==> config.mk <==
export PLATFORM = sky130hd
export DESIGN_NAME = timer_mmio_ctrl
export DESIGN_NICKNAME = d
export VERILOG_FILES = /design/src/rtl/timer_mmio_pkg.sv /design/src/rtl/timer_strobe_seq.sv /design/src/rtl/timer_mmio_ctrl.sv
export SDC_FILE = /design/constraint.sdc
export NUM_CORES = 1
export LEC_CHECK = 0
export ABC_CLOCK_PERIOD_IN_PS = 2400
export CORE_MARGIN = 3
export CORE_UTILIZATION = 35
export CTS_BUF_LIST = sky130_fd_sc_hd__clkbuf_4
export CTS_CLUSTER_DIAMETER = 40
export DETAILED_ROUTE_END_ITERATION = 8
export PLACE_DENSITY = 0.65
export SYNTH_ARGS = -nofsm -noshare
export SYNTH_HDL_FRONTEND = slang
export SYNTH_SLANG_ARGS = --single-unit
==> constraint.sdc <==
create_clock -name CLK -period 2.4 [get_ports CLK]
set_input_delay 0.24 -clock CLK [delete_from_list [all_inputs] [get_ports CLK]]
set_output_delay 0.24 -clock CLK [all_outputs]
set_load 0.01 [all_outputs]
==> src/rtl/timer_mmio_pkg.sv <==
// Shared definitions for the Timer MMIO initiator: register offsets, FSM states, strobe selects.
package timer_mmio_pkg;

  localparam int unsigned ADDR_W = 5;
  localparam int unsigned DATA_W = 32;
  localparam int unsigned STB_W  = 3;

  localparam logic [ADDR_W-1:0] ADDR_MTIME_L = 5'h00;
  localparam logic [ADDR_W-1:0] ADDR_MTIME_H = 5'h04;
  localparam logic [ADDR_W-1:0] ADDR_CMP_L   = 5'h08;
  localparam logic [ADDR_W-1:0] ADDR_CMP_H   = 5'h0C;
  localparam logic [ADDR_W-1:0] ADDR_CTRL    = 5'h10;
  localparam logic [ADDR_W-1:0] ADDR_STATUS  = 5'h14;

  typedef enum logic [1:0] {ST_IDLE, ST_STROBE, ST_GAP, ST_ACK} state_e;

  typedef enum logic [1:0] {SEL_NONE, SEL_EN, SEL_CMP_L, SEL_CMP_H} sel_e;

  // Strobe vector layout: [0]=wr_en, [1]=wr_mtimecmp_in_l, [2]=wr_mtimecmp_in_h
  function automatic logic [STB_W-1:0] sel_onehot(input sel_e sel);
    logic [STB_W-1:0] v;
    v = '0;
    case (sel)
      SEL_EN:    v = 3'b001;
      SEL_CMP_L: v = 3'b010;
      SEL_CMP_H: v = 3'b100;
      default:   v = '0;
    endcase
    return v;
  endfunction

endpackage

==> src/rtl/timer_strobe_seq.sv <==
// Pulse-then-gap sequencer: holds one selected strobe high, then low, flagging the last cycle of each phase.
module timer_strobe_seq
  import timer_mmio_pkg::*;
#(
  parameter int unsigned PULSE_CYCLES = 1,
  parameter int unsigned GAP_CYCLES   = 2
) (
  input  logic             CLK,
  input  logic             RST_N,
  input  logic             i_start,
  input  sel_e             i_sel,
  output logic [STB_W-1:0] o_strobe,
  output logic             o_done_c
);

  localparam int unsigned MAX_C = (PULSE_CYCLES > GAP_CYCLES) ? PULSE_CYCLES : GAP_CYCLES;
  localparam int unsigned CNT_W = (MAX_C > 1) ? $clog2(MAX_C) : 1;

  state_e             r_phase;
  logic [CNT_W-1:0]   r_cnt;
  logic [STB_W-1:0]   r_strobe;

  assign o_strobe = r_strobe;
  // High on the final cycle of the current STROBE or GAP phase
  assign o_done_c = (r_phase != ST_IDLE) && (r_cnt == '0);

  always_ff @(posedge CLK or negedge RST_N) begin
    if (!RST_N) begin
      r_phase  <= ST_IDLE;
      r_cnt    <= '0;
      r_strobe <= '0;
    end else begin
      case (r_phase)
        ST_IDLE: begin
          if (i_start) begin
            r_phase  <= ST_STROBE;
            r_cnt    <= CNT_W'(PULSE_CYCLES - 1);
            r_strobe <= sel_onehot(i_sel);
          end
        end
        ST_STROBE: begin
          if (r_cnt == '0) begin
            r_phase  <= ST_GAP;
            r_cnt    <= CNT_W'(GAP_CYCLES - 1);
            r_strobe <= '0;
          end else begin
            r_cnt <= r_cnt - CNT_W'(1);
          end
        end
        ST_GAP: begin
          if (r_cnt == '0) r_phase <= ST_IDLE;
          else             r_cnt   <= r_cnt - CNT_W'(1);
        end
        default: begin
          r_phase  <= ST_IDLE;
          r_strobe <= '0;
        end
      endcase
    end
  end

endmodule

==> src/rtl/timer_mmio_ctrl.sv <==
// CPU-bus initiator for the Timer: register decode, shadows, mtime high snapshot, strobe sequencing.
// Optional sticky interrupt status at 0x14 and irq enable in ctrl[1]: TIMER_MMIO_INT_STATUS_EN.
module timer_mmio_ctrl
  import timer_mmio_pkg::*;
#(
  parameter int unsigned PULSE_CYCLES = 1,
  parameter int unsigned GAP_CYCLES   = 2,
  parameter logic [63:0] CMP_RESET    = 64'hFFFF_FFFF_FFFF_FFFF
) (
  input  logic              CLK,
  input  logic              RST_N,
  input  logic              bus_req,
  input  logic              bus_we,
  input  logic [ADDR_W-1:0] bus_addr,
  input  logic [DATA_W-1:0] bus_wdata,
  output logic [DATA_W-1:0] bus_rdata,
  output logic              bus_ack,
  input  logic [DATA_W-1:0] mtime_h,
  input  logic [DATA_W-1:0] mtime_l,
  input  logic              timer_int,
  output logic              en,
  output logic              wr_en,
  output logic              wr_mtimecmp_in_h,
  output logic              wr_mtimecmp_in_l,
  output logic [DATA_W-1:0] mtimecmp_in_h,
  output logic [DATA_W-1:0] mtimecmp_in_l,
  output logic              irq
);

  state_e             r_state;
  logic               r_ack;
  logic [DATA_W-1:0]  r_rdata;
  logic [DATA_W-1:0]  r_cmp_h;
  logic [DATA_W-1:0]  r_cmp_l;
  logic [DATA_W-1:0]  r_hi_snap;
  logic               r_en;
  logic               w_accept;
  logic               w_start;
  logic               w_done_c;
  logic               w_ie;
  sel_e               w_sel;
  logic [DATA_W-1:0]  w_rd_data;
  logic [STB_W-1:0]   w_strobe;

`ifdef TIMER_MMIO_INT_STATUS_EN
  logic r_ie;
  logic r_sts;
  logic w_sts_clr;

  assign w_sts_clr = w_accept && bus_we && (bus_addr == ADDR_STATUS) && bus_wdata[0];
  assign w_ie      = r_ie;
  assign irq       = r_sts & r_ie;

  // Sticky status: a set in the same cycle as a W1C clear wins
  always_ff @(posedge CLK or negedge RST_N) begin
    if (!RST_N)         r_sts <= 1'b0;
    else if (timer_int) r_sts <= 1'b1;
    else if (w_sts_clr) r_sts <= 1'b0;
  end
`else
  assign w_ie = 1'b0;
  assign irq  = timer_int;
`endif

  assign w_accept = (r_state == ST_IDLE) && bus_req;
  assign w_start  = w_accept && (w_sel != SEL_NONE);

  assign bus_ack          = r_ack;
  assign bus_rdata        = r_rdata;
  assign en               = r_en;
  assign mtimecmp_in_h    = r_cmp_h;
  assign mtimecmp_in_l    = r_cmp_l;
  assign wr_en            = w_strobe[0];
  assign wr_mtimecmp_in_l = w_strobe[1];
  assign wr_mtimecmp_in_h = w_strobe[2];

  // Only stores to writable registers launch a strobe sequence
  always_comb begin
    w_sel = SEL_NONE;
    if (bus_we) begin
      case (bus_addr)
        ADDR_CMP_L: w_sel = SEL_CMP_L;
        ADDR_CMP_H: w_sel = SEL_CMP_H;
        ADDR_CTRL:  w_sel = SEL_EN;
        default:    w_sel = SEL_NONE;
      endcase
    end
  end

  always_comb begin
    w_rd_data = '0;
    case (bus_addr)
      ADDR_MTIME_L: w_rd_data = mtime_l;
      ADDR_MTIME_H: w_rd_data = r_hi_snap;
      ADDR_CMP_L:   w_rd_data = r_cmp_l;
      ADDR_CMP_H:   w_rd_data = r_cmp_h;
      ADDR_CTRL:    w_rd_data = {30'b0, w_ie, r_en};
`ifdef TIMER_MMIO_INT_STATUS_EN
      ADDR_STATUS:  w_rd_data = {31'b0, r_sts};
`endif
      default:      w_rd_data = '0;
    endcase
  end

  timer_strobe_seq #(
    .PULSE_CYCLES (PULSE_CYCLES),
    .GAP_CYCLES   (GAP_CYCLES)
  ) u_seq (
    .CLK      (CLK),
    .RST_N    (RST_N),
    .i_start  (w_start),
    .i_sel    (w_sel),
    .o_strobe (w_strobe),
    .o_done_c (w_done_c)
  );

  // Shadows settle at the accept edge, ahead of the strobe they qualify
  always_ff @(posedge CLK or negedge RST_N) begin
    if (!RST_N) begin
      r_state   <= ST_IDLE;
      r_ack     <= 1'b0;
      r_rdata   <= '0;
      r_cmp_h   <= CMP_RESET[63:32];
      r_cmp_l   <= CMP_RESET[31:0];
      r_hi_snap <= '0;
      r_en      <= 1'b0;
`ifdef TIMER_MMIO_INT_STATUS_EN
      r_ie      <= 1'b0;
`endif
    end else begin
      r_ack <= 1'b0;
      case (r_state)
        ST_IDLE: begin
          if (w_accept) begin
            r_rdata <= bus_we ? '0 : w_rd_data;
            if (!bus_we && (bus_addr == ADDR_MTIME_L)) r_hi_snap <= mtime_h;
            case (w_sel)
              SEL_CMP_L: r_cmp_l <= bus_wdata;
              SEL_CMP_H: r_cmp_h <= bus_wdata;
              SEL_EN: begin
                r_en <= bus_wdata[0];
`ifdef TIMER_MMIO_INT_STATUS_EN
                r_ie <= bus_wdata[1];
`endif
              end
              default: ;
            endcase
            if (w_sel != SEL_NONE) begin
              r_state <= ST_STROBE;
            end else begin
              r_state <= ST_ACK;
              r_ack   <= 1'b1;
            end
          end
        end
        ST_STROBE: if (w_done_c) r_state <= ST_GAP;
        ST_GAP: begin
          if (w_done_c) begin
            r_state <= ST_ACK;
            r_ack   <= 1'b1;
          end
        end
        ST_ACK:  r_state <= ST_IDLE;
        default: r_state <= ST_IDLE;
      endcase
    end
  end

endmodule

==> Yosys cells after proc, flatten, opt, wreduce, memory -nomap -nowiden <==
Cells that the tools add are included.
{ "word_totals": {"in_bits": 106, "out_inout_bits": 102, "regBits": 138} }
{ "classes": {"n_mux": 25, "n_reduce_logical": 20, "eq_ne": 18, "n_addsub": 1, "bitwise_logic": 2} }
{ "ops": {"columns": ["cell", "count"], "rows": [
  ["case mux 32 bit (5 select lines)", 1],
  ["2-to-1 mux 32 bit", 1],
  ["AND reduction 3 bit", 7],
  ["case mux 3 bit (3 select lines)", 2],
  ["2-to-1 mux 2 bit", 8],
  ["case mux 2 bit (3 select lines)", 2],
  ["== test 2 bit (second input constant)", 5],
  ["== test 5 x 4 -> 1 bit (second input constant)", 2],
  ["case mux 2 bit (4 select lines)", 1],
  ["== test 2 x 1 -> 1 bit (second input constant)", 3],
  ["2-to-1 mux 1 bit", 6],
  ["2-to-1 mux 3 bit", 2],
  ["!= test 2 x 1 -> 1 bit (second input constant)", 3],
  ["!= test 2 bit (second input constant)", 3],
  ["== test 5 x 3 -> 1 bit (second input constant)", 1],
  ["== test 5 bit (second input constant)", 1],
  ["zero test 5 bit", 1],
  ["logical AND 1 bit", 4],
  ["zero test 2 bit", 2],
  ["AND reduction 2 bit", 2],
  ["nonzero test 2 bit", 2],
  ["case mux 1 bit (3 select lines)", 1],
  ["nonzero test 3 bit", 1],
  ["NOT 1 bit", 2],
  ["3 further kinds", 3]
]} }

==> Longest topological paths before layout <==
Gate-level depths: netlist (run 1).
{ "logic_depth": {"word_depth": 7, "mapped_depth": 7, "ltp_nobuf": 5} }

==> Modules after synthesis <==
Synthesis (run 1) repeated with hierarchy kept, for this count alone.
{ "hier_totals": {"hier_cells": 458, "hier_area_um2": 6457.4} }
{ "modules_own_cells": {"columns": ["mod", "area_per_inst_um2", "cells_per_inst", "instances"], "rows": [
  ["timer_mmio_ctrl", 6143.4, 427, 1],
  ["timer_strobe_seq", 314.1, 31, 1]
]} }

==> Worst setup path after synthesis (run 1) <==
Ideal clock, no wire load.
{ "synth_timing": {"kind": "register to register", "start": "register r_state[0]", "end": "register r_cmp_l[11] (netlist: mtimecmp_in_l[11])", "required_ns": 2.315, "stages_incl_launch_ff": 8, "arrival_ns": 1.668, "path_buffers": 2, "path_slack_ns": 0.647, "setup_ns": 0.085, "path_cell_list": "dfrtp_1 -> inv_1 -> ha_1 -> and3_1 -> and3b_1 -> buf_6 -> buf_8 -> mux2_1"} }
{ "synth_between": {"elab_chain_len": 3} }
{ "synth_rtl": {"columns": ["element", "line_no", "text"], "rows": [
  ["start, declared", "timer_mmio_ctrl.sv:30", "state_e r_state;"],
  ["start signal, assigned", "timer_mmio_ctrl.sv:120", "r_state <= ST_IDLE;"],
  ["start signal, assigned", "timer_mmio_ctrl.sv:149", "r_state <= ST_STROBE;"],
  ["start signal, assigned", "timer_mmio_ctrl.sv:151", "r_state <= ST_ACK;"],
  ["zero test 2 bit *", "timer_mmio_ctrl.sv:65, timer_mmio_ctrl.sv:132", null],
  ["logical AND 1 bit", "timer_mmio_ctrl.sv:65", "assign w_accept = (r_state == ST_IDLE) && bus_req;"],
  ["AND reduction 3 bit (no source line) *", null, null],
  ["end signal, assigned", "timer_mmio_ctrl.sv:124", "r_cmp_l <= CMP_RESET[31:0];"],
  ["end signal, assigned", "timer_mmio_ctrl.sv:138", "SEL_CMP_L: r_cmp_l <= bus_wdata;"],
  ["end, declared", "timer_mmio_ctrl.sv:34", "logic [DATA_W-1:0] r_cmp_l;"]
]} }
Every way passes the cells marked *; elsewhere a longest branch is shown, timed or not.
A chain may end at the register's enable or synchronous reset.

==> Final worst setup path (run 1) <==
{ "layout_timing": {"start": "register r_state[1]", "end": "register r_cmp_l[13] (netlist: mtimecmp_in_l[13])"} }
The elaborated chain is that of the path after synthesis.

==> impl_metrics.yaml, run 1 <==
outcome:
  status: "finished, final reports clean"
layout:
  final_common_cell: "clkdlybuf4s50_1"
  final_cells: 905
  fin_util: 0.501
  drive_gt1_frac: 0.240
  antenna_cells: 0
  final_cell_mix: "clkdlybuf4s50_1 (202), mux2_1 (93), dfrtp_1 (74), dfstp_2 (64), a22oi_1 (32)"
  areaGrowthSynthToFinish_pct: 39.6
  fin_nets: 772
global_route:
  grt_overflow: 0
  grt_start_max_net_pins: 69
  grt_pass1_wl_um: 29600
  antenna_found_initial: 0
  grt_pass1_vias: 5138
  grtUsageTotal: 0.189
pwr:
  p_comb_frac: 0.216
  power_frac_clock: 0.302
  p_per_area_mw_per_mm2: 639
  net-switching-power_mw: 1.63
  p_seq_frac: 0.482
  vdd_drop_max_mv: 0.245
  power_mw: 5.81
  internal-power_mw: 4.19
  p_leak_nw: 3.91
  power_switching_share: 0.280
setup_path:
  critPathMaxStageDelay_ns: 0.41
  cp_num_buf_inv: 2
  cp.required_ns: 2.88
  cp_max_fo: 23
  cpLargestDelayFamily: "simple AND/OR/NAND/NOR gates"
  crit_slowest_cell: "dfrtp_1"
  crit_path_start_kind: "flop"
  cp_cell_sequence: "inv_1, ha_1, and3_1, and3b_2, buf_12, mux2_1"
  cp-end-kind: "flop"
  critPathArrivalTime_ns: 2.46
  path_class: "flop to flop"
timing:
  timing.fmax_ghz: 0.505
  worstMarginPinSlew_ns: 0.662
  worst_hold_slack_ns: 0.0643
  period_needed_ns: 1.98
  hold_violations: 0
  tns_ns: 0
  final_max_slew_viol_count: 0
  worst_slew_margin_rel: 0.559
  rsz0062_at_grt: "false"
  fin_worst_skew_ns: 0.0158
  setup_violations: 0
  fin_crit_sh: 0.825
flow_run:
  maxCapViolations: 0
die:
  ios: 208
  die_h_um: 142
  core_area_mm2: 0.0181
  die_w_um: 142
  rows: 49
  start_util: 0.359
  die_area_mm2: 0.0203
route:
  first_pass_iters: 4
  drt_iter0_markers: 280
  wl_per_cell_um: 20.9
  routed_wl_um: 18900
  route.detailed.drc: 0
  dr_total_vias: 4795
  via_per_inst: 5.30
  ant_nets: 0
yosys:
  synth-seq-area-share: 0.542
  muxShareOfSynthArea: 0.245
  synth_edf_count: 0
  syn_nets: 566
  yosysUniqueCellTypes: 51
  ys.flop_type: "dfrtp_1"
  synth_xor_area_frac: 0
  synthCells: 457
  synth_top_area_frac: 0.284
  netlist_area_mm2: 0.00652
  synth_simple_gate_area_share: 0.0365
  synth_area_leader_cell: "dfrtp_1"
  synth_warnings: 0
  synth_compound_area_frac: 0.122
  synth_fa_ha_area_frac: 0.00576
  synthArstFlopShare: 1.00
  synth.avg_cell_area_um2: 14.3
  synth_top_family_by_area: "multiplexers"
  synthTopCellsByArea: "dfrtp_1 (28%), dfstp_2 (26%), mux2_1 (16%)"
  ys_ff_latch: 138
placed_design:
  hpwl_um: 13100
  port_buffers: 205
  gp_congestion: 0.807
  dp_cells: 872
worst_hold_path:
  hp-class: "primary input to flop"
clocking:
  insertion_delay_ns: 0.55
  cts_max_level: 4
  post_cts_buffers: 0
  clock-sinks: 138
  cts-root-buf: "clkbuf_4"
  cts_buffers: 17
  cts_tree: "done"
  cts.clk_slew.worst_paths_ns: 0.12
  clk_path_buf_depth: 2
  cts_resized: 0
==> path summary, 6_finish.rpt <==
path	cells past startpoint	slack, ns	startpoint	endpoint
max reg2reg	6	0.42	r_state[1]$_DFFE_PN0P_	mtimecmp_in_l[13]$_DFFE_PN1P_
max in group asynchronous	3	1.46	RST_N	mtimecmp_in_l[3]$_DFFE_PN1P_
min reg2reg	2	0.50	bus_rdata[10]$_DFFE_PN0P_	bus_rdata[10]$_DFFE_PN0P_
min in group asynchronous	2	0.15	RST_N	bus_rdata[14]$_DFFE_PN0P_
max	6	0.42	r_state[1]$_DFFE_PN0P_	mtimecmp_in_l[13]$_DFFE_PN1P_
min	3	0.06	bus_addr[2]	u_seq.o_strobe[2]$_DFFE_PN0P_
==> repair_timing <==
action / CTS / global route
hold buffers: 1 / 0
setup endpoints to repair: 0 / 0
endpoints found under the hold margin: 72 / 0
==> state kept, by name (all words and copies together), names as in the netlist <==
name,flops
bus_ack,1
bus_rdata,32
en,1
mtimecmp_in_h,32
mtimecmp_in_l,32
r_hi_snap,32
r_state,2
u_seq.o_strobe,3
u_seq.r_cnt,1
u_seq.r_phase,2
==> cell usage after synthesis (2+ instances only) <==
cell type and instances:
a22oi_1 32, a32oi_1 31, and3_1 3, buf_12 2
buf_2 7, buf_6 8, buf_8 4, clkbuf_1 14
dfrtp_1 74, dfstp_2 64, ha_1 3, inv_1 6
mux2_1 93, mux2_2 5, mux2_4 30, mux2i_1 2
nand2_1 4, nand2_2 2, nand2b_1 2, nand4b_1 2
nor2_1 5, nor2b_1 2, o21a_1 2, o21ai_0 2
o21ai_1 31, o221ai_1 2
==> layer usage <==
metal	part of all wire	up-vias	track usage
met2	0.47	202	0.300
met1	0.44	2421	0.257
met5	0	-	0
met4	0.014	0	0.0555
met3	0.076	22	0.0460
li1	-	2150	-
==> final cells by class <==
class	instances	area, um^2
fillers	1580	9050
repair buffers	224	2250
clock inverters	14	195
multi-input cells	275	2670
flip-flops and latches	138	3530
clock buffers	18	135
inverters	7	26.3
well taps	229	287
==> power groups by stage <==
| stage | logic (mW) | registers [mW] | clock network, mW |
|---|---|---|---|
| after floorplan | 0.507 | 2.87 | 0 |
| after global placement | 1.22 | 2.83 | 0 |
| after detailed placement | 1.25 | 2.84 | 0 |
| after CTS | 1.26 | 2.81 | 1.82 |
| after global routing | 1.35 | 2.84 | 1.92 |
| final | 1.25 | 2.80 | 1.76 |
==> worst register-to-register path: stages, from the launching register on <==
cell	delay (ns)
dfrtp_1	0.41
inv_1	0.11
ha_1	0.29
and3_1	0.28
and3b_2	0.25
buf_12	0.21
mux2_1	0.36
==> logic make-up (layout without fill, tap and decap cells) <==
kind of cell	Yosys count	after routing
and+or+nand+nor	31	31
AOI/OAI and AO/OA	110	110
muxes	131	131
DFF	138	138
buffers and inverters	44	263
adders and majority gates	3	3
==> per-stage QoR <==
step | setup WS, ns | cell area (um^2)
5_1_grt | 0.305 | 9100
2_1_floorplan | 0.647 | 6520
3_3_place_gp | 0.296 | 8760
6_report | 0.420 | 9100
4_1_cts | 0.415 | 9100
3_5_place_dp | 0.229 | 8760
Power figures use the tool's default switching activity.
==> inputs of run 2 (changes only) <==
ABC_CLOCK_PERIOD_IN_PS = 2000   (was 2400)
clock period = 2 ns   (was 2.4 ns; I/O delays follow)
==> run 2 against run 1 <==
Compared with the run above: design area increased by 0.85%; die area stayed put; register-to-register slack worse by 0.27 ns; clock skew rose by 0.0035 ns; clock-buffer cell count stayed put; sequential power up 20%; critical path type is now flop to primary output; highest routed layer unchanged.
==> impl_metrics.yaml, run 2 (synthesized netlist as in run 1, its figures left out) <==
outcome:
  status: "finished, final reports clean"
layout:
  drive_gt1_frac: 0.246
  fin_nets: 782
  areaGrowthSynthToFinish_pct: 40.8
  final_common_cell: "clkdlybuf4s50_1"
  final_cell_area_mm2: 0.00917
  final_cell_mix: "clkdlybuf4s50_1 (202), mux2_1 (93), dfrtp_1 (74), dfstp_2 (64), a22oi_1 (32)"
  antenna_cells: 0
  fillerInstances: 1577
  final_cells: 915
timing:
  worst_slew_margin_rel: 0.699
  fin_worst_skew_ns: 0.0193
  worst_slack_ns: 0.132
  final_max_slew_viol_count: 0
  fin_crit_sh: 0.934
  worstMarginPinSlew_ns: 0.451
  tns_ns: 0
  period_needed_ns: 1.87
  hold_violations: 0
  setup_violations: 0
  timing.fmax_ghz: 0.535
  rsz0062_at_grt: "false"
global_route:
  grt_overflow: 0
  grtUsageTotal: 0.196
  grt_pass1_wl_um: 30500
  antenna_found_initial: 0
  grt_pass1_vias: 5242
  grt_start_max_net_pins: 51
setup_path:
  cp_max_fo: 3
  cp-end-kind: "primary output"
  critPathMaxStageDelay_ns: 0.58
  path_depth: 1
  cp_cell_sequence: "clkdlybuf4s50_1"
  cp_num_buf_inv: 1
  critPathArrivalTime_ns: 1.67
  crit_slowest_cell: "clkdlybuf4s50_1"
  rrSetupSlack_ns: 0.15
  path_class: "flop to primary output"
  cp.required_ns: 1.80
  crit_path_start_kind: "flop"
  cpLargestDelayFamily: "buffers and inverters"
  worstRegToRegCells: 6
flow_run:
  maxCapViolations: 0
pwr:
  vdd_drop_max_mv: 0.321
  p_per_area_mw_per_mm2: 742
  p_leak_nw: 3.95
  power_mw: 6.81
clocking:
  cts-root-buf: "clkbuf_4"
  cts_tree: "done"
  cts_max_level: 4
  clk_path_buf_depth: 2
  cts_buffers: 17
  insertion_delay_ns: 0.54
  cts.clk_slew.worst_paths_ns: 0.12
  clock-sinks: 138
placed_design:
  placed_cell_area_mm2: 0.00886
  hpwl_um: 13700
  pre_cts_ws_ns: -0.0815
  gp_congestion: 0.789
  port_buffers: 205
  dp_cells: 881
route:
  route.detailed.drc: 0
  via_per_inst: 5.24
  dr_total_vias: 4796
  drt_iter0_markers: 209
  first_pass_iters: 4
  routed_wl_um: 19700
  wl_per_cell_um: 21.5
  ant_nets: 0
die:
  core_area_mm2: 0.0181
  start_util: 0.359
  ios: 208
  die_area_mm2: 0.0203
  rows: 49
  die_w_um: 142
  die_h_um: 142
worst_hold_path:
  hp-class: "primary input to asynchronous set/reset pin"
## run 2: layer usage
| layer | global-route usage | routed length (um) | vias to the layer above |
|---|---|---|---|
| met5 | 0 | 0 | - |
| met4 | 0.0455 | 156 | 0 |
| met3 | 0.0554 | 1320 | 13 |
| met2 | 0.316 | 9500 | 175 |
| met1 | 0.264 | 8690 | 2442 |
| li1 | - | - | 2166 |
## run 2: final timing paths
check / to / start
hold / removal: r_hi_snap[14]$_DFFE_PN0P_ / RST_N
min in group CLK: u_seq.o_strobe[1]$_DFFE_PN0P_ / bus_addr[3]
hold reg to reg: bus_rdata[17]$_DFFE_PN0P_ / bus_rdata[17]$_DFFE_PN0P_
setup / recovery: mtimecmp_in_h[20] / mtimecmp_in_h[20]$_DFFE_PN1P_
max in group asynchronous: mtimecmp_in_l[3]$_DFFE_PN1P_ / RST_N
setup reg to reg: mtimecmp_in_l[7]$_DFFE_PN1P_ / r_state[1]$_DFFE_PN0P_
## run 2: power by group
group          total, mW  internal (mW)  switching (mW)
Clock               1.90          0.864            1.04
Combinational       1.53          0.860           0.674
Sequential          3.37           3.17           0.208
## run 2: stage by stage
step	hold slack, ns	util
2_1_floorplan	-0.0956	-
3_3_place_gp	0.158	0.488
3_5_place_dp	0.164	0.488
4_1_cts	0.120	0.505
5_1_grt	0.121	0.506
6_report	0.164	0.506
## run 2: final cells by class
class | count | area (um^2) | share of cell area
Clock inverter | 14 | 155 | 0.0169
Multi-Input combinational cell | 275 | 2670 | 0.291
Clock buffer | 18 | 135 | 0.0147
Tap cell | 229 | 287 | 0.0312
Inverter | 7 | 26.3 | 0.00286
Timing Repair Buffer | 234 | 2370 | 0.258
Sequential cell | 138 | 3530 | 0.385
## run 2: what timing repair did
item / 4_1_cts / 5_1_grt
hold buffers: 2 / 0
gates resized for setup: 0 / 1
setup buffers: 0 / 0
endpoints found under the setup margin: 0 / 15
hold endpoints to repair: 92 / 0
==> inputs of run 3 (changes only) <==
CORE_ASPECT_RATIO = 0.6   (was not set)
==> run 3 against run 2 <==
Compared with the run above: critical path depth up 5; non-clock buffer count is 4 lower; die area rose by 0.26%.
==> impl_metrics.yaml, run 3 (synthesized netlist as in run 1, its figures left out) <==
outcome:
  status: "finished, final reports clean"
timing:
  tns_ns: 0
  worstMarginPinSlew_ns: 0.474
  fin_worst_skew_ns: 0.0235
  period_needed_ns: 1.88
  rsz0062_at_grt: "false"
  fin_crit_sh: 0.942
  hold_violations: 0
  worst_slew_margin_rel: 0.684
  setup_violations: 0
  timing.fmax_ghz: 0.531
  final_max_slew_viol_count: 0
pwr:
  vdd_drop_max_mv: 0.416
  p_leak_nw: 3.93
  p_per_area_mw_per_mm2: 732
setup_path:
  cp_max_fo: 17
  cp_cell_sequence: "inv_1, ha_1, and3_2, and3b_2, buf_12, mux2_1"
  cp-end-kind: "flop"
  path_class: "flop to flop"
  cp.required_ns: 2.43
  critPathArrivalTime_ns: 2.32
  crit_slowest_cell: "dfrtp_1"
  crit_path_start_kind: "flop"
  critPathMaxStageDelay_ns: 0.42
flow_run:
  maxCapViolations: 0
die:
  start_util: 0.368
  die_area_mm2: 0.0203
  core_area_mm2: 0.0177
  die_w_um: 182
  rows: 37
  ios: 208
  die_h_um: 112
route:
  first_pass_iters: 6
  route.detailed.drc: 0
  ant_nets: 0
  wl_per_cell_um: 21.8
  dr_total_vias: 4846
  via_per_inst: 5.29
  routed_wl_um: 19900
  drt_iter0_markers: 303
clocking:
  cts_max_level: 4
  cts_tree: "done"
  clk_path_buf_depth: 2
  insertion_delay_ns: 0.52
  post_cts_buffers: 0
  cts_buffers: 17
  cts.clk_slew.worst_paths_ns: 0.14
  clock-sinks: 138
  cts-root-buf: "clkbuf_4"
placed_design:
  port_buffers: 205
  hpwl_um: 14300
  gp_congestion: 0.814
layout:
  fin_util: 0.517
  antenna_cells: 0
  areaGrowthSynthToFinish_pct: 40.4
  drive_gt1_frac: 0.248
  fin_nets: 778
  final_common_cell: "clkdlybuf4s50_1"
  final_cell_mix: "clkdlybuf4s50_1 (202), mux2_1 (93), dfrtp_1 (74), dfstp_2 (64), a22oi_1 (32)"
global_route:
  grt_pass1_wl_um: 31100
  grt_overflow: 0
  antenna_found_initial: 1
  grt_start_max_net_pins: 77
  grtUsageTotal: 0.197
  grt_pass1_vias: 5334
worst_hold_path:
  hp-class: "primary input to asynchronous set/reset pin"
-- run 3: cell count changes in the layout (fill, tap and decap cells not counted), sizes merged --
cell	delta
bufinv	-2
dlygate4sd3	-1
clkinv	-2
buf	-3
inv	+5
clkinvlp	-1
-- run 3: power breakdown --
group	internal, mW	switching, mW	total, mW
clock	0.657	1.12	1.78
combinational	0.858	0.683	1.54
sequential	3.17	0.212	3.38
total	4.68	2.02	6.70
-- run 3: area by class of cell --
class / instances / area, um^2
Fill cell: 1531 / 8530
Sequential cell: 138 / 3530
Multi-Input combinational cell: 275 / 2670
Timing Repair Buffer: 230 / 2360
Tap cell: 234 / 293
Clock buffer: 18 / 135
Clock inverter: 14 / 135
Inverter: 7 / 26.3
-- run 3: worst paths after layout --
check                                          startpoint                             to  slack (ns)  depth (start not counted)
worst min-delay path                                RST_N      bus_rdata[18]$_DFFE_PN0P_         0.1                          2
worst max-delay path               r_state[0]$_DFFE_PN0P_  mtimecmp_in_l[21]$_DFFE_PN1P_        0.12                          6
max in group asynchronous                           RST_N   mtimecmp_in_l[1]$_DFFE_PN1P_        1.12                          3
worst min register to register  r_hi_snap[31]$_DFFE_PN0P_      r_hi_snap[31]$_DFFE_PN0P_        0.51                          1
worst max register to register     r_state[0]$_DFFE_PN0P_  mtimecmp_in_l[21]$_DFFE_PN1P_        0.12                          6
min in group CLK                              mtime_h[31]      r_hi_snap[31]$_DFFE_PN0P_        0.28                          2
-- run 3: per-layer routing --
metal  wire length (um)  vias to the layer above  GRT usage
li1                   -                     2162          -
met1               8890                     2478      0.266
met2               9040                      191      0.304
met3               1860                       13     0.0777
met4                114                        2     0.0360
met5                 13                        -          0
-- run 3: worst max-delay path: cells and delay by family, from the launching register on --
kind | cells | cell delay, ns
AND/OR/NAND/NOR | 2 | 0.51
flip-flops | 1 | 0.42
adder cells (fa/ha/maj) | 1 | 0.24
buffers and inverters | 2 | 0.28
multiplexers | 1 | 0.34
-- run 3: stage by stage --
| step | instance area (um^2) | setup WS, ns | hold WS [ns] | std cells | total power, mW |
|---|---|---|---|---|---|
| after floorplan | 6520 | 0.247 | -0.0956 | 457 | 4.05 |
| after global placement | 8870 | -0.0339 | 0.109 | 883 | 4.91 |
| after detailed placement | 8870 | -0.0672 | 0.111 | 883 | 4.96 |
| after CTS | 9150 | 0.0539 | 0.0473 | 916 | 6.78 |
| after global routing | 9150 | 0.0100 | 0.0515 | 916 | 7.06 |
| final | 9150 | 0.116 | 0.0991 | 916 | 6.70 |
-- run 3: what timing repair did --
item                                    CTS  global route
resized for setup                         0             1
hold buffers                              1             0
hold endpoints to repair                 91             0
endpoints found under the setup margin    0            15
==> variant: new RTL, flow settings as in run 1 <==
`GAP_CYCLES` is set to 2 in 2 places; all go to 1.
--- a/src/rtl/timer_strobe_seq.sv
+++ b/src/rtl/timer_strobe_seq.sv
@@ -3,7 +3,7 @@
   import timer_mmio_pkg::*;
 #(
   parameter int unsigned PULSE_CYCLES = 1,
-  parameter int unsigned GAP_CYCLES   = 2
+  parameter int unsigned GAP_CYCLES   = 1
 ) (
   input  logic             CLK,
   input  logic             RST_N,
--- a/src/rtl/timer_mmio_ctrl.sv
+++ b/src/rtl/timer_mmio_ctrl.sv
@@ -4,7 +4,7 @@
   import timer_mmio_pkg::*;
 #(
   parameter int unsigned PULSE_CYCLES = 1,
-  parameter int unsigned GAP_CYCLES   = 2,
+  parameter int unsigned GAP_CYCLES   = 1,
   parameter logic [63:0] CMP_RESET    = 64'hFFFF_FFFF_FFFF_FFFF
 ) (
   input  logic              CLK,
Check against the original RTL: not equivalent (a bounded check fails within 4 cycles, from zero or initial values and one cycle with RST_N low).
==> variant against run 1 <==
  * Synthesized cell count is 16% lower
  * Cell area shrank 2.8%
  * Total power shrank 0.29%
  * Sequential cell count is 1 lower
  * Count of clock-buffer cells in the layout did not move
  * Routed wire length decreased by 13%
  * Clock power down 6%
  * Setup slack lost 0.13 ns
  * Area after synthesis decreased by 4.7%
  * Critical endpoint is now r_hi_snap[0]
  * Largest power group unchanged
  * Highest routed layer unchanged
==> variant: results <==
metrics = {
    "run_status": {
        "status": "complete, no violations",
    },
    "sta": {
        "fin_setup_tns_ns": 0,
        "period_minus_slack_ns": 2.11,
        "holdWs_ns": 0.157,
        "slew-limit-headroom_pct": 47.6,
        "finalClockSkew_ns": 0.0160,
    },
    "placed_design": {
        "placed_cells": 798,
        "place_congestion": 0.794,
        "hpwl_um": 11400,
        "dp_worst_setup_slack_ns": 0.285,
    },
    "global_routing": {
        "met1_usage_pct": 21.5,
        "grt_use_met3_pct": 6.34,
        "grt_max_degree": 79,
        "met2_usage_pct": 28.3,
        "grt_pass1_vias": 4821,
        "grt_pass1_wl_um": 26400,
        "grt_use_total_pct": 17.2,
    },
    "worst_setup_path": {
        "reg2reg_depth": 7,
        "worstReg2RegStart": "r_state[0]",
        "r2r-end": "r_hi_snap[0]",
        "r2r_slack_ns": 0.29,
        "cp_max_fo": 32,
    },
    "cells_and_area": {
        "finalNetCount": 702,
        "fillers": 1463,
        "drive_gt1_share_pct": 38.9,
    },
    "min_path": {
        "min_from": "bus_addr[3]",
        "holdCritPathClass": "primary input to flop",
        "holdPathEnd": "u_seq.o_strobe[1]",
        "whs_path_depth": 3,
    },
    "logic_synthesis": {
        "async_flop_share_pct": 100,
        "ys_seq_area_share_pct": 56.5,
        "synthTopCellsByArea": "dfrtp_1 29%, dfstp_2 27%, mux2_2 11%, mux4_2 11%, mux2_4 7.3%",
        "synthTopCellsByCount": "73 x dfrtp_1, 64 x dfstp_2, 63 x mux2_2",
        "synth.net_count": 491,
        "synthCells": 382,
        "yosysWarnings": 0,
        "ys_types": 36,
    },
    "power_and_ir_drop": {
        "irDropWorstVdd_mv": 0.417,
        "p_leak_nw": 3.80,
        "switchingPower_w": 0.00153,
    },
    "drt": {
        "via_per_inst": 5.07,
        "top_layer_used": "met4",
        "initialDrtViolationCount": 152,
        "drt-met1-wl_um": 6820,
        "vias": 4213,
        "wl_met2_um": 7980,
        "avgRoutedWirePerCell_um": 19.7,
        "antenna_left": 0,
        "dr_wl_met3_um": 1410,
    },
    "cts": {
        "cts_setup_buffers": 0,
        "cts-resized-gates": 0,
        "cts.path.max_buffers": 2,
        "cts_root_buf": "clkbuf_4",
        "htreeDepth": 4,
        "clock_latency_ns": 0.51,
    },
}
[variant: cell families after synthesis]
kind of cell	synth area share, %
multiplexers	31.1
AO/OA/AOI/OAI	6.23
AND/OR/NAND/NOR	2.68
flip-flops	56.5
buffers and inverters	2.82
adder cells (fa/ha/maj)	0.605
[variant: power by group through the flow]
stage	sequential, W	clock, W	combinational [W]
6_report	0.00282	0.00166	0.00132
5_1_grt	0.00285	0.00182	0.00142
3_5_place_dp	0.00285	0	0.00133
2_1_floorplan	0.00289	0	0.000558
3_3_place_gp	0.00285	0	0.00129
4_1_cts	0.00282	0.00173	0.00134
[variant: final cells by class]
cell class | instances | area share [%]
flip-flops and latches | 137 | 39.7
multi-input cells | 212 | 28.6
repair buffers | 218 | 24.7
well taps | 225 | 3.19
clock inverters | 14 | 2.04
clock buffers | 18 | 1.53
inverters | 7 | 0.297
[variant: per-stage QoR]
step                area, um2  utilization [%]
finish                   8840             50.9
global route             8840             50.9
CTS                      8840             50.9
detailed placement       8510             49.0
global placement         8510             49.0
floorplan                6210                -
[variant: worst max-delay path by stage]
stage	startpoint	end	slack, ns	depth (start not counted)
2_1_floorplan	r_state[0]	r_hi_snap[10]	0.48	9
3_3_place_gp	bus_addr[4]	mtimecmp_in_h[17]	0.30	5
3_5_place_dp	bus_addr[4]	mtimecmp_in_h[16]	0.28	5
4_1_cts	r_state[0]	r_hi_snap[31]	0.27	7
5_1_grt	r_state[0]	r_hi_snap[0]	0.17	7
6_report	r_state[0]	r_hi_snap[0]	0.29	7
[variant: worst max-delay path, stage by stage (launching register included)]
cell and delay, ns:
dfrtp_1 0.41, inv_1 0.09, ha_1 0.24, and2_1 0.26, and3_2 0.26, nand3_4 0.09, buf_12 0.27, mux2_2 0.37
